File: src/rtl/operand_fetch.sv
// rtl/operand_fetch.sv - decode/operand-fetch stage with scoreboard, forwarding and flags register
module operand_fetch #(
  parameter int DATA_W = 32,
  parameter int NREG   = 16
) (
  input  logic              clk,
  input  logic              rst,
  input  logic              in_valid,
  output logic              in_ready,
  input  logic [15:0]       instr,
  input  logic              wb_en,
  input  logic [3:0]        wb_addr,
  input  logic [DATA_W-1:0] wb_data,
  input  logic [DATA_W-1:0] fwd_data,
  input  logic [3:0]        nzcv_in,
  output logic              out_valid,
  output logic [3:0]        op_code,
  output logic [DATA_W-1:0] opr1,
  output logic [DATA_W-1:0] opr2,
  output logic              depi,
  output logic [DATA_W-1:0] dep,
  output logic [3:0]        dst,
  output logic              out_we,
  output logic [3:0]        nzcv_old
);

  typedef enum logic {RUN = 1'b0, STALL = 1'b1} state_t;

  state_t              state_q;
  state_t              state_d;

  logic [DATA_W-1:0]   rf [NREG];
  logic [NREG-1:0]     pending;
  logic [NREG-1:0]     wb_clr_mask;
  logic [NREG-1:0]     set_mask;
  logic [NREG-1:0]     pend_eff;

  logic [3:0]          op_in;
  logic [3:0]          rd;
  logic [3:0]          rs1;
  logic [3:0]          rs2;
  logic                writes_rd;

  logic                fwd1;
  logic                fwd2;
  logic                hazard;
  logic                issue;
  logic [DATA_W-1:0]   rd1_val;
  logic [DATA_W-1:0]   rd2_val;

  assign op_in     = instr[15:12];
  assign rd        = instr[11:8];
  assign rs1       = instr[7:4];
  assign rs2       = instr[3:0];
  assign writes_rd = ~op_in[3];

  // Register file write port; contents deliberately survive reset
  always_ff @(posedge clk) begin
    if (wb_en) begin
      rf[wb_addr] <= wb_data;
    end
  end

  // Read ports with same-cycle writeback bypass
  always_comb begin
    rd1_val = (wb_en && (wb_addr == rs1)) ? wb_data : rf[rs1];
    rd2_val = (wb_en && (wb_addr == rs2)) ? wb_data : rf[rs2];
  end

  // Scoreboard masks: this cycle's writeback clears, an issued writer sets
  always_comb begin
    wb_clr_mask = '0;
    set_mask    = '0;
    if (wb_en) begin
      wb_clr_mask[wb_addr] = 1'b1;
    end
    if (issue && writes_rd) begin
      set_mask[rd] = 1'b1;
    end
    pend_eff = pending & ~wb_clr_mask;
  end

  // Hazard detect: a pending source stalls unless the previous issue can forward it
  always_comb begin
    fwd1   = out_we && (dst == rs1);
    fwd2   = out_we && (dst == rs2);
    hazard = (pend_eff[rs1] && !fwd1) || (pend_eff[rs2] && !fwd2);
  end

  // Scoreboard update; set wins over a simultaneous clear of the same register
  always_ff @(posedge clk) begin
    if (rst) begin
      pending <= '0;
    end else begin
      pending <= pend_eff | set_mask;
    end
  end

  // FSM state register
  always_ff @(posedge clk) begin
    if (rst) begin
      state_q <= RUN;
    end else begin
      state_q <= state_d;
    end
  end

  // FSM next state: enter STALL on a blocked instr, leave once it can issue
  always_comb begin
    state_d = state_q;
    case (state_q)
      RUN:     if (in_valid && hazard) state_d = STALL;
      STALL:   if (!in_valid || !hazard) state_d = RUN;
      default: state_d = RUN;
    endcase
  end

  // FSM outputs: issue whenever the presented instr has no unresolved hazard
  always_comb begin
    issue    = 1'b0;
    in_ready = 1'b1;
    case (state_q)
      RUN, STALL: begin
        issue    = in_valid && !hazard;
        in_ready = !(in_valid && hazard);
      end
      default: begin
        issue    = 1'b0;
        in_ready = 1'b1;
      end
    endcase
  end

  // Issue register toward execute; payload holds during bubbles
  always_ff @(posedge clk) begin
    if (rst) begin
      out_valid <= 1'b0;
      out_we    <= 1'b0;
      depi      <= 1'b0;
      op_code   <= '0;
      opr1      <= '0;
      opr2      <= '0;
      dep       <= '0;
      dst       <= '0;
    end else begin
      out_valid <= issue;
      out_we    <= issue && writes_rd;
      depi      <= issue && fwd2;
      if (issue) begin
        op_code <= op_in;
        dst     <= rd;
        opr1    <= fwd1 ? fwd_data : rd1_val;
        opr2    <= rd2_val;
        if (fwd2) begin
          dep <= fwd_data;
        end
      end
    end
  end

  // Architectural flags: capture execute flags after each real instr
  always_ff @(posedge clk) begin
    if (rst) begin
      nzcv_old <= '0;
    end else if (out_valid) begin
      nzcv_old <= nzcv_in;
    end
  end

endmodule
File: config.mk
export PLATFORM = sky130hd
export DESIGN_NAME = operand_fetch
export DESIGN_NICKNAME = d
export VERILOG_FILES = /design/src/rtl/operand_fetch.sv
export SDC_FILE = /design/constraint.sdc
export NUM_CORES = 1
export LEC_CHECK = 0
export BUFFER_PORTS_ARGS = -buffer_cell sky130_fd_sc_hd__buf_2
export CORE_AREA = 5 5 239 241
export DETAILED_ROUTE_END_ITERATION = 8
export DIE_AREA = 0 0 244 246
export GPL_ROUTABILITY_DRIVEN = 0
export PLACE_DENSITY_LB_ADDON = 0.25
export SYNTH_ARGS = -nofsm -noshare
export SYNTH_HDL_FRONTEND = slang
export SYNTH_SLANG_ARGS = --single-unit
File: constraint.sdc
create_clock -name clk -period 4.6 [get_ports clk]
set_input_delay 0.92 -clock clk [delete_from_list [all_inputs] [get_ports clk]]
set_output_delay 0.92 -clock clk [all_outputs]
set_load 0.05 [all_outputs]
After elaboration in Yosys (flattened, before gate mapping)
Memory sizes are Yosys's and may differ from the RTL's. A register that Yosys moved wholly into a read port is not among the register bits.
Index checks and enable logic that the tools add are counted.

storage, ports and cells
  flip-flop bits (word level) = 95
  bits in writable memories = 512
  input port bits = 92
  output and inout bits = 112
  word-level logic and storage cells = 54
  memories = 1

memories
  memory  depth  width  rd ports  clocked after Yosys merged registers in  wr ports  line  text
  rf      16     32     2         1                                        1         32    logic [DATA_W-1:0] rf [NREG];

operators by class
  $lt $le $gt $ge = 6
  equality and inequality tests = 3
  mux-type cells = 14
  bitwise logic cells = 4
  reductions and logical operators = 17

operators with widths
  kind                  number
  $mux W32              2
  $mux W16              2
  $lt A4 B5 Y1 const B  4
  $and A16 B16 Y16      1
  $not A16 Y16          1
  $or A16 B16 Y16       1
  $eq A4 B4 Y1          3
  $logic_and A1 B1 Y1   11
  $bmux W1 S4           2
  $demux W1 S4          2
  $ge A4 B1 Y1 const B  2
  $mux W1               6
  $logic_not A1 Y1      4
  $reduce_and A2 Y1     1
  $logic_or A1 B1 Y1    1
  $not A1 Y1            1

Depth between registers and ports, before layout
Gate-level depths: netlist (run 1).

  word-level depth = 16
  depth in mapped cells = 11
  gate-level depth less buffers = 7

Worst setup path after synthesis (run 1)
No wires, ideal clock.

  path type = input -> output
  start point = input port wb_addr[2]
  end point = output port in_ready
  arrival time = 4.577 ns
  required time = 3.680 ns
  setup slack = -0.897 ns
  stages = 7
  buffers on the path = 1
  cells stage by stage = nand2_1 -> clkbuf_1 -> nor2_1 -> o22ai_1 -> a211oi_2 -> nor3_1 -> o31ai_1

between the ends
  cells in the longest elaborated chain, start to end = 13
  elaborated cells on any way between the ends = 17
  classes of those cells = order compare (2); mux (7); bitwise (2); reduce/logical (6)

ends and longest elaborated chain
  element                                                                    line  text
  from (decl)                                                                12    input logic [3:0] wb_addr,
  $lt A4 B5 Y1 (implied by the code) / $ge A4 B1 Y1 (equally long branches)  75    wb_clr_mask[wb_addr] = 1'b1;
  $logic_and A1 B1 Y1 (implied by the code)                                  75
  $mux W1 (implied by the code)                                              75
  $demux W1 S4 (*)                                                           75
  $mux W16 (*)                                                               74    if (wb_en) begin
  $not A16 Y16 (*)                                                           80    pend_eff = pending & ~wb_clr_mask;
  $and A16 B16 Y16 (*)                                                       80
  $bmux W1 S4                                                                87    hazard = (pend_eff[rs1] && !fwd1) || (pend_eff[rs2] && !fwd2);
  $mux W1 (implied by the code)                                              87
  $logic_and A1 B1 Y1                                                        87
  $logic_or A1 B1 Y1 (*)                                                     87
  $logic_and A1 B1 Y1 (*)                                                    125   in_ready = !(in_valid && hazard);
  $logic_not A1 Y1 (*)                                                       125
  to (decl)                                                                  9     output logic in_ready,

Mark *: on every way between the ends. The rest lies on a longest branch, timed or not. The select of a mux whose other input is x is not followed.

Final worst setup path (run 1)
  start point = input port wb_addr[0]
  end point = output port in_ready

Same word-level chain as after synthesis.

==> results of run 1 <==
## power groups by stage
stage / logic [W] / registers, W / clock network [W]
finish: 0.00155 / 0.00648 / 0.00530
floorplan: 0.000830 / 0.00679 / 0
CTS: 0.00155 / 0.00648 / 0.00535
global placement: 0.00152 / 0.00658 / 0
global route: 0.00163 / 0.00649 / 0.00562
detailed placement: 0.00154 / 0.00660 / 0
## cell families after synthesis
kind of cell    after synthesis
simple gates                216
mux                         458
xor+xnor                     16
compound gates              170
flops                       639
buf+inv                     148
## worst max-delay path, stage by stage
cell and delay [ns]:
buf_2 0.14, nand3b_1 0.37, o21ai_0 0.44, mux2i_1 0.16, o31ai_1 0.46, o22ai_2 0.30, o31ai_2 0.30, buf_2 0.32
## cells in the final DEF (no fill, tap or decap), drive strengths merged, types with 2 or more instances in the layout
cell / n
diode: 4
nand2: 11
o21ai: 16
xor2: 12
buf: 258
clkbuf: 90
clkinv: 22
nand3b: 3
o2111ai: 6
nor2: 57
dfxtp: 127
nand4: 10
inv: 4
nor2b: 6
nand3: 11
a31oi: 32
a211oi: 33
edfxtp: 512
o31ai: 12
or2: 2
mux4: 320
nor3: 9
bufinv: 5
o32ai: 8
nor4: 2
mux2i: 137
o211ai: 9
o22ai: 10
xnor2: 4
a211o: 32
a21oi: 8
nand2b: 101
## per-layer routing
metal,up-vias,GRT usage,routed length [um]
met3,177,0.0598,8320
met1,9171,0.365,30700
met4,0,0.0860,2220
li1,7258,-,-
met5,-,0,0
met2,1081,0.440,39600
## through the flow
stage / hold slack [ns] / setup WS (ns) / utilization
final: 0.471 / 0.272 / 0.621
after global routing: 0.497 / 0.177 / 0.621
after CTS: 0.474 / 0.353 / 0.621
after detailed placement: 0.464 / 0.348 / 0.582
after global placement: 0.454 / 0.449 / 0.582
after floorplan: 0.477 / 0.0911 / -
## sequential cells by signal, summed over array words and instances (netlist names), 4 cells and up
| signal | flops |
|---|---|
| rf | 512 |
| dep | 32 |
| opr1 | 32 |
| opr2 | 32 |
| pending | 16 |
| dst | 4 |
| nzcv_old | 4 |
| op_code | 4 |
## area by class of cell
class / count / area, um^2
antenna: 4 / 10.0
sequential: 639 / 17900
inverter: 2 / 7.51
clock buffer: 88 / 1840
clock inverter: 30 / 273
multi-input combinational: 860 / 11400
timing repair buffer: 260 / 1670
fill: 3830 / 20700
tap: 704 / 881
## path summary, 6_finish.rpt
kind              endpoint  slack (ns)  cells after the start
setup / recovery  in_ready        0.27                      8
hold / removal     dep[27]        0.47                      2
setup reg to reg  opr2[17]        1.89                      8
hold reg to reg    dep[27]        0.47                      2
==> flow_summary.json, run 1 <==
{
  "outcome": "complete, no violations",
  "power.share.sequential": 0.486,
  "synth_cells": 1647,
  "fmax_mhz": 231,
  "critPathLaunch": "wb_addr[0]",
  "rr_startpoint": "dst[2]",
  "clk_path_buf_depth": 3,
  "cp.arrival_ns": 3.41,
  "path_max_fanout": 9,
  "cts_root_buf": "clkbuf_16",
  "yosysTopAreaCell": "edfxtp_1",
  "p_total_w": 0.0133,
  "io_pins": 204,
  "synthTopCellsByArea": "edfxtp_1, mux4_2, dfxtp_1",
  "clock_power_share": 0.398,
  "p_int_w": 0.0101,
  "worstHoldPathType": "flop to flop",
  "initial_core_util": 0.545,
  "grt_pass1_vias": 18144,
  "slew_headroom": 0.370,
  "cts_resized": 0,
  "final_net_count": 1921,
  "cap_violations": 0,
  "finalMaxSlewViolations": 0,
  "sw_frac_of_total": 0.243,
  "via_count": 17687,
  "seq_area_frac_synth": 0.602,
  "antenna_found_initial": 4,
  "row_count": 86,
  "peakVddDrop_uv": 247,
  "fin_area_mm2": 0.0340,
  "hold_viol_final": 0,
  "async_reset_ff_frac": 0,
  "grt_max_degree": 131,
  "vias_per_cell": 6.84,
  "worstSkewPairLatency_ns": 0.60,
  "dr.first_iter.drc_count": 1951,
  "core-area_mm2": 0.0547,
  "yosys.area_share.simple": 0.0408,
  "placed_cell_area_mm2": 0.0318,
  "clkTransAtPathRegs_ns": 0.06,
  "ys_types": 50,
  "syn_nets": 1739,
  "cp-start-kind": "input pin",
  "hp-start": "dep[27]",
  "syn_area_mm2": 0.0298,
  "synthXorXnorAreaFrac": 0.00471,
  "cts_tree": "yes",
  "postSynthAreaPerCell_um2": 18.1,
  "grt_first_pass_wirelength_um": 119000,
  "grtUsageTotal": 0.268,
  "synth_top_family_by_area": "multiplexers",
  "setup_violations": 0,
  "syn_to_final_growth_pct": 14.0,
  "grt_overflow": 0,
  "rsz0062_at_grt": "no",
  "synth_edf_count": 512,
  "tightest_slew_ns": 0.943,
  "synth-compound-area-share": 0.0423,
  "fin_crit_sh": 0.941,
  "netlist.area_leader.share": 0.516,
  "power_density_mw_per_mm2": 392,
  "die_x_um": 244,
  "cts_buffers": 66,
  "die_h_um": 246,
  "portBuffers": 203,
  "drc_errors": 0,
  "final_cells": 2587,
  "setup_tns_ns": 0,
  "cts.sinks": 639,
  "ys.flop_type": "edfxtp_1",
  "place_hpwl_um": 46500,
  "cts_hold_buffers": 0,
  "worstPathRequired_ns": 3.68,
  "synth_top_cells_by_count": "edfxtp_1, mux4_2, mux2i_1",
  "wl_um": 80800,
  "finClkSkew_ns": 0.0189,
  "finalCriticalPeriod_ns": 4.33,
  "crit_type": "input pin to primary output",
  "combPwrFrac": 0.116,
  "ant_nets": 0,
  "netSwitchingPower_w": 0.00324,
  "yosysMostFrequentCell": "edfxtp_1",
  "cellLeakagePower_nw": 11.3,
  "drt-pass1-iter-count": 6,
  "yosysWarnings": 0,
  "dp.cells": 2465,
  "htreeDepth": 3,
  "postCtsSetupRepairBufs": 0,
  "die_area_mm2": 0.0600,
  "synthAdderAreaFrac": 0,
  "post_drt_wl_per_cell_um": 31.2,
  "cp-end-kind": "primary output",
  "ys_ff_latch": 639,
  "synth_mux_area_frac": 0.288,
  "drive_gt1_frac": 0.376
}
No activity file was read; power rests on OpenSTA's default activity.
==> run 2, diff against run 1 <==
--- a/config.mk
+++ b/config.mk
@@ -6,11 +6,12 @@
 export NUM_CORES = 1
 export LEC_CHECK = 0
 export BUFFER_PORTS_ARGS = -buffer_cell sky130_fd_sc_hd__buf_2
-export CORE_AREA = 5 5 239 241
+export CORE_AREA = 5 5 227 229
 export DETAILED_ROUTE_END_ITERATION = 8
-export DIE_AREA = 0 0 244 246
+export DIE_AREA = 0 0 232 234
 export GPL_ROUTABILITY_DRIVEN = 0
 export PLACE_DENSITY_LB_ADDON = 0.25
+export SKIP_CTS_REPAIR_TIMING = 1
 export SYNTH_ARGS = -nofsm -noshare
 export SYNTH_HDL_FRONTEND = slang
 export SYNTH_SLANG_ARGS = --single-unit
==> constraint.sdc (replaced) <==
create_clock -name clk -period 4.42 [get_ports clk]
set_input_delay 0.884 -clock clk [delete_from_list [all_inputs] [get_ports clk]]
set_output_delay 0.884 -clock clk [all_outputs]
set_load 0.05 [all_outputs]
==> flow_summary.json, run 2 (synthesis gave the netlist of run 1 again) <==
{
  "slew_headroom": 0.367,
  "finalMaxSlewViolations": 0,
  "worst_path_max_delay_cell": "o31ai_2",
  "cp.arrival_ns": 3.12,
  "portBuffers": 203,
  "cap_violations": 0,
  "grt_max_degree": 101,
  "peakVddDrop_uv": 300,
  "cts_root_buf": "clkbuf_16",
  "drt-pass1-iter-count": 5,
  "clkTransAtPathRegs_ns": 0.06,
  "path_cells": "buf_2 > nand2_1 > o21ai_1 > mux2i_1 > a211oi_2 > nor3_1 > o31ai_2 > buf_2",
  "worst_path_most_repeated_cell": "buf_2",
  "clk_path_buf_depth": 3,
  "die_x_um": 232,
  "power_density_mw_per_mm2": 395,
  "cts.sinks": 639,
  "hold_viol_final": 0,
  "fin_util": 0.681,
  "ant_nets": 0,
  "wl_um": 78800,
  "worstSkewPairLatency_ns": 0.63,
  "drive_gt1_frac": 0.376,
  "worstPathRequired_ns": 3.54,
  "use_met2": 0.490,
  "rsz0062_at_grt": "no",
  "grt_overflow": 0,
  "grt_first_pass_wirelength_um": 117000,
  "via_count": 17826,
  "die_area_mm2": 0.0543,
  "regMostFlops": "rf",
  "vias_per_cell": 6.98,
  "row_count": 82,
  "fill_cells": 3204,
  "largest_reg_flops": 512,
  "dr.first_iter.drc_count": 1916,
  "final_common_cell": "edfxtp_1",
  "path_delay_family": "compound AO/OA/AOI/OAI gates",
  "final_net_count": 1921,
  "worstHoldPathType": "flop to flop",
  "cellLeakagePower_nw": 11.2,
  "grtUsageTotal": 0.292,
  "syn_to_final_growth_pct": 13.1,
  "cts_tree": "yes",
  "initial_core_util": 0.602,
  "io_pins": 204,
  "final_cell_mix": "edfxtp_1, mux4_2, buf_2",
  "cp-end-kind": "primary output",
  "htreeDepth": 2,
  "use_met3": 0.0564,
  "path_max_fanout": 11,
  "core-area_mm2": 0.0495,
  "cp_slowest_stage_delay_ns": 0.41,
  "fmax_mhz": 250,
  "finalCriticalPeriod_ns": 4.01,
  "setup_violations": 0,
  "antenna_found_initial": 6,
  "top_usage_layer": "met2",
  "crit_type": "input pin to primary output",
  "post_drt_wl_per_cell_um": 30.8,
  "outcome": "complete, no violations",
  "cp-start-kind": "input pin",
  "fin_crit_sh": 0.906,
  "finClkSkew_ns": 0.0159,
  "tightest_slew_ns": 0.947,
  "setup_tns_ns": 0,
  "die_h_um": 234,
  "met1_usage": 0.392,
  "worst-path-buf-inv": 2,
  "grt_pass1_vias": 18167,
  "place_hpwl_um": 45500,
  "drc_errors": 0,
  "cts_buffers": 61
}
run 2: cell types whose count changed in the layout (fill, tap and decap cells not counted), moves of 2 or more:
cell       delta
buf_12        -3
bufinv_16     -5
buf_4         +8
inv_6         -2
clkbuf_8      +7
clkbuf_2      +2
clkbuf_16     -7
run 2: layout make-up:
class	instances	area (um^2)	share of cell area
well taps	672	841	0.0250
flip-flops and latches	639	17900	0.532
diodes	5	12.5	0.000371
clock buffers	91	1770	0.0526
repair buffers	265	1670	0.0495
multi-input cells	860	11400	0.337
inverters	2	7.51	0.000223
clock inverters	21	105	0.00312
run 2: worst paths after layout:
| path | from | cells after the start | to | slack (ns) |
|---|---|---|---|---|
| worst max-delay path | wb_addr[2] | 8 | in_ready | 0.41 |
| worst min-delay path | dep[25] | 2 | dep[25] | 0.47 |
| worst max register to register | dst[2] | 8 | opr1[12] | 1.71 |
| worst min register to register | dep[25] | 2 | dep[25] | 0.47 |
run 2: where the power goes:
part / internal [W] / switching (W) / total, W
sequential: 0.00666 / 0.0000859 / 0.00674
clock: 0.00275 / 0.00219 / 0.00494
combinational: 0.000635 / 0.000980 / 0.00161
total: 0.0100 / 0.00325 / 0.0133
run 2: routing by layer:
metal | routed length [um] | share of wire | vias up
met1 | 28400 | 0.36 | 9220
met5 | 13 | 0.00017 | -
met2 | 39700 | 0.50 | 1155
li1 | - | - | 7268
met4 | 2640 | 0.033 | 2
met3 | 8040 | 0.10 | 181
run 2: per-stage QoR:
| stage | instances | instance area [um^2] | hold WS [ns] | setup WS [ns] | total power, W |
|---|---|---|---|---|---|
| 2_1_floorplan | 1647 | 29800 | 0.477 | 0.333 | 0.00794 |
| 3_3_place_gp | 2438 | 31800 | 0.455 | 0.476 | 0.00842 |
| 3_5_place_dp | 2438 | 31800 | 0.464 | 0.456 | 0.00847 |
| 4_1_cts | 2550 | 33700 | 0.474 | 0.450 | 0.0133 |
| 5_1_grt | 2553 | 33700 | 0.481 | 0.327 | 0.0137 |
| 6_report | 2555 | 33700 | 0.468 | 0.415 | 0.0133 |
run 2: worst register-to-register path, stage by stage, from the launching register on:
cell and delay [ns]:
dfxtp_1 0.49, xor2_1 0.12, nor3_1 0.21, nand3_1 0.25, o2111ai_1 0.24, o22a_2 0.22, nand3_2 0.48, buf_12 0.40
mux2i_1 0.18
